===== src/rtl/seg7_pkg.sv =====
// Shared 7-segment definitions: active-low segment patterns, BCD error code, reader FSM states.
package seg7_pkg;

  localparam int unsigned SEG_WIDTH = 7;
  localparam int unsigned BCD_WIDTH = 4;

  // Active-low patterns, bit6..bit0 = g,f,e,d,c,b,a
  localparam logic [SEG_WIDTH-1:0] SEG_0     = 7'b1000000;
  localparam logic [SEG_WIDTH-1:0] SEG_1     = 7'b1111001;
  localparam logic [SEG_WIDTH-1:0] SEG_2     = 7'b0100100;
  localparam logic [SEG_WIDTH-1:0] SEG_3     = 7'b0110000;
  localparam logic [SEG_WIDTH-1:0] SEG_4     = 7'b0011001;
  localparam logic [SEG_WIDTH-1:0] SEG_5     = 7'b0010010;
  localparam logic [SEG_WIDTH-1:0] SEG_6     = 7'b0000010;
  localparam logic [SEG_WIDTH-1:0] SEG_7     = 7'b1111000;
  localparam logic [SEG_WIDTH-1:0] SEG_8     = 7'b0000000;
  localparam logic [SEG_WIDTH-1:0] SEG_9     = 7'b0011000;
  localparam logic [SEG_WIDTH-1:0] SEG_BLANK = 7'b1111111;

  localparam logic [BCD_WIDTH-1:0] BCD_ERR = 4'b1111;

  typedef enum logic {
    S_TRACK   = 1'b0,
    S_PRESENT = 1'b1
  } reader_state_t;

endpackage


===== src/rtl/seg7_pattern_lookup.sv =====
// Combinational decode of an active-low 7-segment pattern into a BCD digit plus legality flags.
module seg7_pattern_lookup
  import seg7_pkg::*;
(
  input  logic [6:0] pattern,
  output logic [3:0] bcd,
  output logic       is_digit,
  output logic       is_blank
);

  // Pattern match; anything not a digit or blank is illegal and reports BCD_ERR
  always_comb begin
    bcd      = BCD_ERR;
    is_digit = 1'b1;
    is_blank = 1'b0;
    case (pattern)
      SEG_0:     bcd = 4'd0;
      SEG_1:     bcd = 4'd1;
      SEG_2:     bcd = 4'd2;
      SEG_3:     bcd = 4'd3;
      SEG_4:     bcd = 4'd4;
      SEG_5:     bcd = 4'd5;
      SEG_6:     bcd = 4'd6;
      SEG_7:     bcd = 4'd7;
      SEG_8:     bcd = 4'd8;
      SEG_9:     bcd = 4'd9;
      SEG_BLANK: begin
        is_digit = 1'b0;
        is_blank = 1'b1;
      end
      default:   is_digit = 1'b0;
    endcase
  end

endmodule


===== src/rtl/seg7_to_bcd_reader.sv =====
// Samples an active-low 7-segment bus, waits for a stable pattern and reports it once
// over a valid/ready handshake, flagging illegal patterns and missed updates.
module seg7_to_bcd_reader
  import seg7_pkg::*;
#(
  parameter int unsigned WORD_LENGTH   = 4,
  parameter int unsigned STABLE_CYCLES = 4,
  parameter int unsigned CNT_WIDTH     = 4
) (
  input  logic                   clk,
  input  logic                   reset,
  input  logic                   enable,
  input  logic [6:0]             segmentos_in,
  input  logic                   bcd_ready,
  output logic [WORD_LENGTH-1:0] bcd_out,
  output logic                   bcd_valid,
  output logic                   error_flag,
  output logic                   blank,
  output logic                   overrun
);

  logic [6:0]           s_q;
  logic [6:0]           last_reported;
  logic [CNT_WIDTH-1:0] cnt;
  logic                 stable;
  logic [3:0]           lk_bcd;
  logic                 lk_is_digit;
  logic                 lk_is_blank;
  logic                 new_pattern;
  reader_state_t        state;

  seg7_pattern_lookup u_lookup (
    .pattern  (s_q),
    .bcd      (lk_bcd),
    .is_digit (lk_is_digit),
    .is_blank (lk_is_blank)
  );

  assign stable      = (cnt == CNT_WIDTH'(STABLE_CYCLES));
  assign new_pattern = enable && stable && !lk_is_blank && (s_q != last_reported);

  // Input sampling register; the raw bus is used nowhere else
  always_ff @(posedge clk) begin
    if (reset) s_q <= SEG_BLANK;
    else       s_q <= segmentos_in;
  end

  // Stability counter: counts consecutive identical samples, saturating once stable
  always_ff @(posedge clk) begin
    if (reset || !enable) begin
      cnt <= '0;
    end else if (segmentos_in == s_q) begin
      if (!stable) cnt <= cnt + CNT_WIDTH'(1);
    end else begin
      cnt <= CNT_WIDTH'(1);
    end
  end

  // Blank indicator follows the stable pattern and never starts a transaction
  always_ff @(posedge clk) begin
    if (reset) blank <= 1'b0;
    else       blank <= stable && lk_is_blank;
  end

  // Report FSM: capture a new stable pattern, hold it until the handshake
  always_ff @(posedge clk) begin
    if (reset) begin
      state         <= S_TRACK;
      bcd_out       <= '0;
      error_flag    <= 1'b0;
      bcd_valid     <= 1'b0;
      overrun       <= 1'b0;
      last_reported <= SEG_BLANK;
    end else begin
      case (state)
        S_TRACK: begin
          if (new_pattern) begin
            bcd_out       <= lk_is_digit ? WORD_LENGTH'(lk_bcd) : {WORD_LENGTH{1'b1}};
            error_flag    <= !lk_is_digit;
            last_reported <= s_q;
            bcd_valid     <= 1'b1;
            state         <= S_PRESENT;
          end
        end
        S_PRESENT: begin
          // A different pattern settling while we wait is lost unless it is still there later
          if (new_pattern) overrun <= 1'b1;
          if (bcd_ready) begin
            bcd_valid <= 1'b0;
            state     <= S_TRACK;
          end
        end
        default: state <= S_TRACK;
      endcase
    end
  end

endmodule


===== config.mk =====
export PLATFORM = sky130hd
export DESIGN_NAME = seg7_to_bcd_reader
export DESIGN_NICKNAME = d
export VERILOG_FILES = /design/src/rtl/seg7_pkg.sv /design/src/rtl/seg7_pattern_lookup.sv /design/src/rtl/seg7_to_bcd_reader.sv
export SDC_FILE = /design/constraint.sdc
export NUM_CORES = 1
export LEC_CHECK = 0
export CORE_UTILIZATION = 58
export DETAILED_ROUTE_END_ITERATION = 8
export PLACE_DENSITY = 0.83
export SYNTH_ARGS = -nofsm -noshare
export SYNTH_HDL_FRONTEND = slang
export SYNTH_SLANG_ARGS = --single-unit

===== constraint.sdc =====
create_clock -name clk -period 4.5 [get_ports clk]
set_clock_uncertainty 0.15 [all_clocks]
set_input_delay 0.675 -clock clk [delete_from_list [all_inputs] [get_ports clk]]
set_output_delay 0.675 -clock clk [all_outputs]
set_load 0.01 [all_outputs]

Word-level counts from Yosys, hierarchy flattened
Index checks and enable logic that the tools add are counted.
- reduce and logical (&&, ||, !) cells: 14
- eq/ne operators: 16
- muxes and demuxes: 12
- magnitude comparators: 0
- multiply operators: 0
- divide/modulo/power cells: 0
- shifts and indexed selects: 0
- add/subtract/negate cells: 1
- bitwise operators: 2
- operators by type and width (operator ; number):
    $pmux W4 S10 ; 1
    $eq A7 B7 Y1 const B ; 4
    $eq A7 B5 Y1 const B ; 3
    $eq A7 B6 Y1 const B ; 2
    $reduce_or A10 Y1 ; 1
    $mux W1 ; 8
    $eq A7 B2 Y1 const B ; 1
    $eq A7 B7 Y1 ; 1
    $logic_not A7 Y1 ; 1
    $ne A7 B7 Y1 ; 1
    $ne A2 B2 Y1 const B ; 3
    $reduce_and A2 Y1 ; 3
    $add A4 B1 Y4 const B ; 1
    $eq A4 B3 Y1 const B ; 1
    $logic_and A1 B1 Y1 ; 4
    $mux W4 ; 1
    $pmux W1 S2 ; 2
    $logic_not A1 Y1 ; 3
    $not A1 Y1 ; 2
    $reduce_or A2 Y1 ; 1
    $logic_or A1 B1 Y1 ; 1
- bits in latches: 0
- memory bits (writable): 0
- word-level logic and storage cells: 55
- memories: 0
- bits in read-only memories: 0
- output and inout port bits: 8
- bits in registers: 27
- input bits: 11

Logic depth before layout (Yosys ltp)
- depth after elaboration: 7
- depth in mapped cells: 8

By module
Synthesis repeated with hierarchy kept, for this count alone.
- cell total of the unflattened synthesis: 169
- area, all modules: 1541.5 µm²
- modules (own cells, without submodules) (module ; cells each ; area an instance (µm²) ; instances):
    seg7_to_bcd_reader ; 124 ; 1226.2 ; 1
    seg7_pattern_lookup ; 45 ; 315.3 ; 1

Worst setup path before layout
Ideal clock, no wire load.
- path type: input to register
- from: input enable
- to: register last_reported[5]
- data required time: 4230 ps
- setup time: 120 ps
- stages on the path: 4
- path buffers: 0
- data arrival time: 1738 ps
- setup slack: 2493 ps
- path through: nand4b_1 a2111oi_4 and2b_1 a211o_1
- cells in the longest elaborated chain, start to end: 4
- RTL lines (element ; line ; source):
    start, declared ; seg7_to_bcd_reader.sv:12 ; input logic enable,
    $logic_and A1 B1 Y1 (3 in series) ; seg7_to_bcd_reader.sv:40 ; assign new_pattern = enable && stable && !lk_is_blank && (s_q != last_reported);
    $reduce_and A2 Y1 (no source line) ; - ;
    end signal, assigned ; seg7_to_bcd_reader.sv:80 ; last_reported <= s_q;
    end, declared ; seg7_to_bcd_reader.sv:23 ; logic [6:0] last_reported;
Every way passes these cells.
A chain may end at the register's enable or synchronous reset.

Final worst setup path
- from: register s_q[3]
- to: register bcd_out[1]
- cells in the longest elaborated chain, start to end: 6
- elaborated cells between the ends (all ways): 21
- classes of those cells: eq/ne (11); mux (4); reduce/logical (6)
- RTL lines (element ; line ; source):
    start, declared ; seg7_to_bcd_reader.sv:22 ; logic [6:0] s_q;
    start signal, assigned ; seg7_to_bcd_reader.sv:45 ; else s_q <= segmentos_in;
    branches (longest 6 deep; another with $reduce_or A10 Y1) ; - ;
    end signal, assigned ; seg7_to_bcd_reader.sv:78 ; bcd_out <= lk_is_digit ? WORD_LENGTH'(lk_bcd) : {WORD_LENGTH{1'b1}};
    end, declared ; seg7_to_bcd_reader.sv:15 ; output logic [WORD_LENGTH-1:0] bcd_out,
Several ways; the timed one is not identified.

==> summary.md <==
| Metric | Value |
|---|---|
| Reg2reg start | s_q[3]$_SDFF_PP1_ |
| Number of buffers added on ports | 18 |
| Count of cell instances traversed by the critical path | 5 |
| Setup violators final | 0 |
| Slack of the worst reg-to-reg path | 2.11 ns |
| Total power after layout | 401 uW |
| Hold buffer count at cts | 0 |
| Buffers & Inverters on Critical Path | 0 |
| Chip width | ~52 microns |
| Crit share post-route | 0.531 |
| Critical path launch point | s_q[3]$_SDFF_PP1_ |
| All-layer global routing usage | 0.231 |
| Via/cell ratio | ~6.1 |
| Buffers from clock root to sink, at most | 2 |
| Wire length of the first global-routing pass | roughly 4600 microns |
| Die area | between 2000 and 3000 sq um |
| Setup crit end kind | register |
| Ratio of cells with drive above 1 in the final layout | 0.109 |
| Capture point of the worst path | bcd_out[1]$_SDFFE_PP0P_ |
| Max VDD drop | roughly 0.20 mV |
| Chip height | roughly 52 microns |
| Antenna violations before repair | 0 |
| Number of sinks on the clock net | 27 |
| Average wire per standard cell | about 14 microns |
| Crit Path Category | reg -> reg |
| GPL Wtd Cong | about 0.79 |
| Post-synthesis cell count | between 150 and 200 |
| Static power due to leakage | slightly above 0.5 nW |
| Layout net count | approximately 180 |
| Largest incremental delay on the critical path | around 0.63 ns |
| Synth unique cells | 39 |
| Headroom to the max-slew limit | 0.467 |
| Max-cap violation count | 0 |
| Clk slew on worst S/H paths | 0.14 ns |
| Inserted Clock Buffers | 3 |
| Outcome | complete, no violations |
| Sequential-to-total area share from yosys stat | 0.379 |
| Residual overflow from global routing | 0 |
| Total negative setup slack | 0 ns |
| Final HPWL DP | 1940 microns |
| Number of buffers added for setup after CTS | 0 |
| Cell Count, Final, Fillers Out | 193 |
| CTS root buffer | sky130_fd_sc_hd__clkbuf_4 |
| Detailed-route via count | about 1200 |
| Wire length after detailed routing | approximately 2700 microns |
| RSZ-0062 raised after global routing | no |
| Total of cells resized after clock tree synthesis | 0 |
| Placed Cells | roughly 190 |
| Post-synthesis instance area | roughly 1400 sq um |
| Data required time of the critical path | 4.54 ns |
| Delay-heaviest family, CP | compound AO/OA/AOI/OAI gates |
| Site row count | 17 |
| Post-synthesis register bit count | 27 |
| Avg Cell Area, Syn | roughly 9.3 sq um |
| Count of inserted antenna diode cells | 0 |
| Antenna Violating Nets Remaining | 0 |
| Final critical delay including setup and external delays | 2.39 ns |
| Number of levels the H-tree was split into | 1 |
| Insertion delay of the later-clocked pin in the worst-skew pair | approximately 0.33 ns |
| Maximum number of pins on one net before global-route repair | 27 |
| Data arrival, critical path | roughly 2.4 ns |
| Highest-delay cell along the critical path | sky130_fd_sc_hd__a2111oi_0 |
| Maximum clock frequency | ~0.42 GHz |
| Violation count after the first detailed-routing iteration | 13 |
| End-of-flow core utilization | 0.708 |
| Worst min path class | reg -> reg |
| Power Dens Cells | 252 nW/um^2 |
| Max-slew violation total from the final report | 0 |
| Critical path, cell by cell | or4_1, a2111oi_0, a31oi_1, o211ai_2, a311oi_1 |
| Largest fanout on the critical path | 13 |
| Drt first pass iters | 4 |
| Standard cell core area | ~2300 sq um |
| Vias in the first global route | about 1100 |
| Worst R2R Path Depth | 5 |
| Clock tree from TritonCTS | yes |
| Transition at the pin with the smallest max-transition slack | around 0.8 ns |
| Count of synthesis-stage warnings from yosys | 0 |
| Effective utilization at floorplan | 0.633 |
| Worst min-delay path startpoint | bcd_out[3]$_SDFFE_PP0P_ |
| Relative area change from synthesis to final layout | 11.8% |
| Count of final hold-check violations | 0 |
| Ports | 19 |
| Remaining DRCs | 0 |
| Critical register-to-register path endpoint | bcd_out[1]$_SDFFE_PP0P_ |
| Number of nets in the synthesized netlist | roughly 170 |
| Critical Path Source Type | register |
[worst min path at each step]
stage / depth (start not counted) / endpoint / slack, ns
after floorplan: 2 / cnt[3]$_SDFFE_PP0P_ / 0.33
after global placement: 2 / overrun$_SDFFE_PP0P_ / 0.30
after detailed placement: 2 / bcd_out[3]$_SDFFE_PP0P_ / 0.33
after CTS: 2 / bcd_out[3]$_SDFFE_PP0P_ / 0.35
after global routing: 2 / bcd_out[3]$_SDFFE_PP0P_ / 0.37
final: 2 / bcd_out[3]$_SDFFE_PP0P_ / 0.35
[kinds of logic after synthesis]
logic type,count (synthesis),synth area share
xor gates and xnor gates,19,0.127
adders and majority gates,2,0.0175
DFF,27,0.379
and+or+nand+nor,61,0.248
AOI/OAI and AO/OA,29,0.161
buffers and inverters,15,0.0675
[cells in the final DEF (no fill, tap or decap), types with 2 or more instances in the layout]
cell type,count
sky130_fd_sc_hd__a211o_1,7
sky130_fd_sc_hd__a21oi_1,7
sky130_fd_sc_hd__a311oi_1,3
sky130_fd_sc_hd__a31oi_1,3
sky130_fd_sc_hd__and2b_1,3
sky130_fd_sc_hd__clkbuf_4,3
sky130_fd_sc_hd__clkdlybuf4s50_1,18
sky130_fd_sc_hd__dfxtp_1,27
sky130_fd_sc_hd__ha_1,2
sky130_fd_sc_hd__inv_1,4
sky130_fd_sc_hd__nand2_1,4
sky130_fd_sc_hd__nand2b_1,6
sky130_fd_sc_hd__nand3_1,4
sky130_fd_sc_hd__nand3b_1,3
sky130_fd_sc_hd__nand4_1,2
sky130_fd_sc_hd__nand4b_1,2
sky130_fd_sc_hd__nor2_1,13
sky130_fd_sc_hd__nor2b_1,5
sky130_fd_sc_hd__nor3_1,3
sky130_fd_sc_hd__nor4_1,4
sky130_fd_sc_hd__o21ai_0,2
sky130_fd_sc_hd__o22ai_1,2
sky130_fd_sc_hd__or2_2,7
sky130_fd_sc_hd__or3_1,2
sky130_fd_sc_hd__xnor2_1,8
sky130_fd_sc_hd__xor2_1,9
sky130_fd_sc_hd__xor2_2,2
[power by group]
part           switching, mW  internal, mW  total (mW)
Sequential            0.0122         0.243       0.255
Combinational         0.0181        0.0229      0.0410
Clock                 0.0719        0.0334       0.105
Total                  0.102         0.299       0.401
[Yosys cell counts, drive strengths merged]
| master | n | area share |
|---|---|---|
| nor3 | 3 | 0.011 |
| o211ai | 1 | 0.0088 |
| o21ai | 2 | 0.0070 |
| or4b | 1 | 0.0070 |
| a211oi | 1 | 0.0053 |
| o31a | 1 | 0.0061 |
| o22ai | 2 | 0.0088 |
| or3 | 2 | 0.0088 |
| nor2 | 13 | 0.034 |
| a211o | 7 | 0.043 |
| nand3 | 4 | 0.014 |
| dfxtp | 27 | 0.38 |
| or4 | 1 | 0.0053 |
| xnor2 | 8 | 0.049 |
| nand3b | 3 | 0.016 |
| nand2 | 4 | 0.011 |
| a31oi | 3 | 0.013 |
| nand2b | 6 | 0.026 |
| nand4 | 2 | 0.0088 |
| and2b | 3 | 0.016 |
| buf | 9 | 0.052 |
| nor4 | 5 | 0.026 |
| ha | 2 | 0.018 |
| a21oi | 7 | 0.025 |
| or2 | 7 | 0.031 |
| xor2 | 11 | 0.078 |
| nand4b | 2 | 0.012 |
| clkbuf | 2 | 0.0053 |
| inv | 4 | 0.011 |
| nor2b | 5 | 0.022 |
| a2111oi | 2 | 0.025 |
| a311oi | 3 | 0.018 |
[tightest hold or removal path, delay by kind of cell, from the launching register on]
kind            cells  cell delay, ns
compound gates      1            0.06
flops               1            0.34
simple gates        1            0.07
[stage by stage]
stage                     cell area, sq um  hold WS (ns)  setup WS, ns
after floorplan                       1430         0.335          2.49
after global placement                1570         0.301          1.85
after detailed placement              1570         0.333          1.77
after CTS                             1600         0.353          2.13
after global routing                  1600         0.374          1.97
final                                 1600         0.349          2.11
[routing by layer]
metal,up-vias,global-route usage,routed length (microns),part of all wire
met5,-,0,0,0
met1,573,0.275,1160,0.43
met2,30,0.411,1370,0.52
li1,560,-,-,-
met4,0,0.108,46,0.017
met3,5,0.0263,84,0.032
[registers in the layout (all words and copies together), names as in the netlist]
signal         cells
last_reported      7
s_q                7
bcd_out            4
cnt                4
bcd_valid          1
blank              1
error_flag         1
overrun            1
state              1
[area by class of cell]
cell class                      instances  area (sq um)
Sequential cell                        27           541
Inverter                                4          15.0
Timing Repair Buffer                   19           188
Clock buffer                            3          22.5
Multi-Input combinational cell        111           790
Tap cell                               28          35.0
Clock inverter                          1          5.00
Fill cell                             190           659
Power figures use the tool's default switching activity.
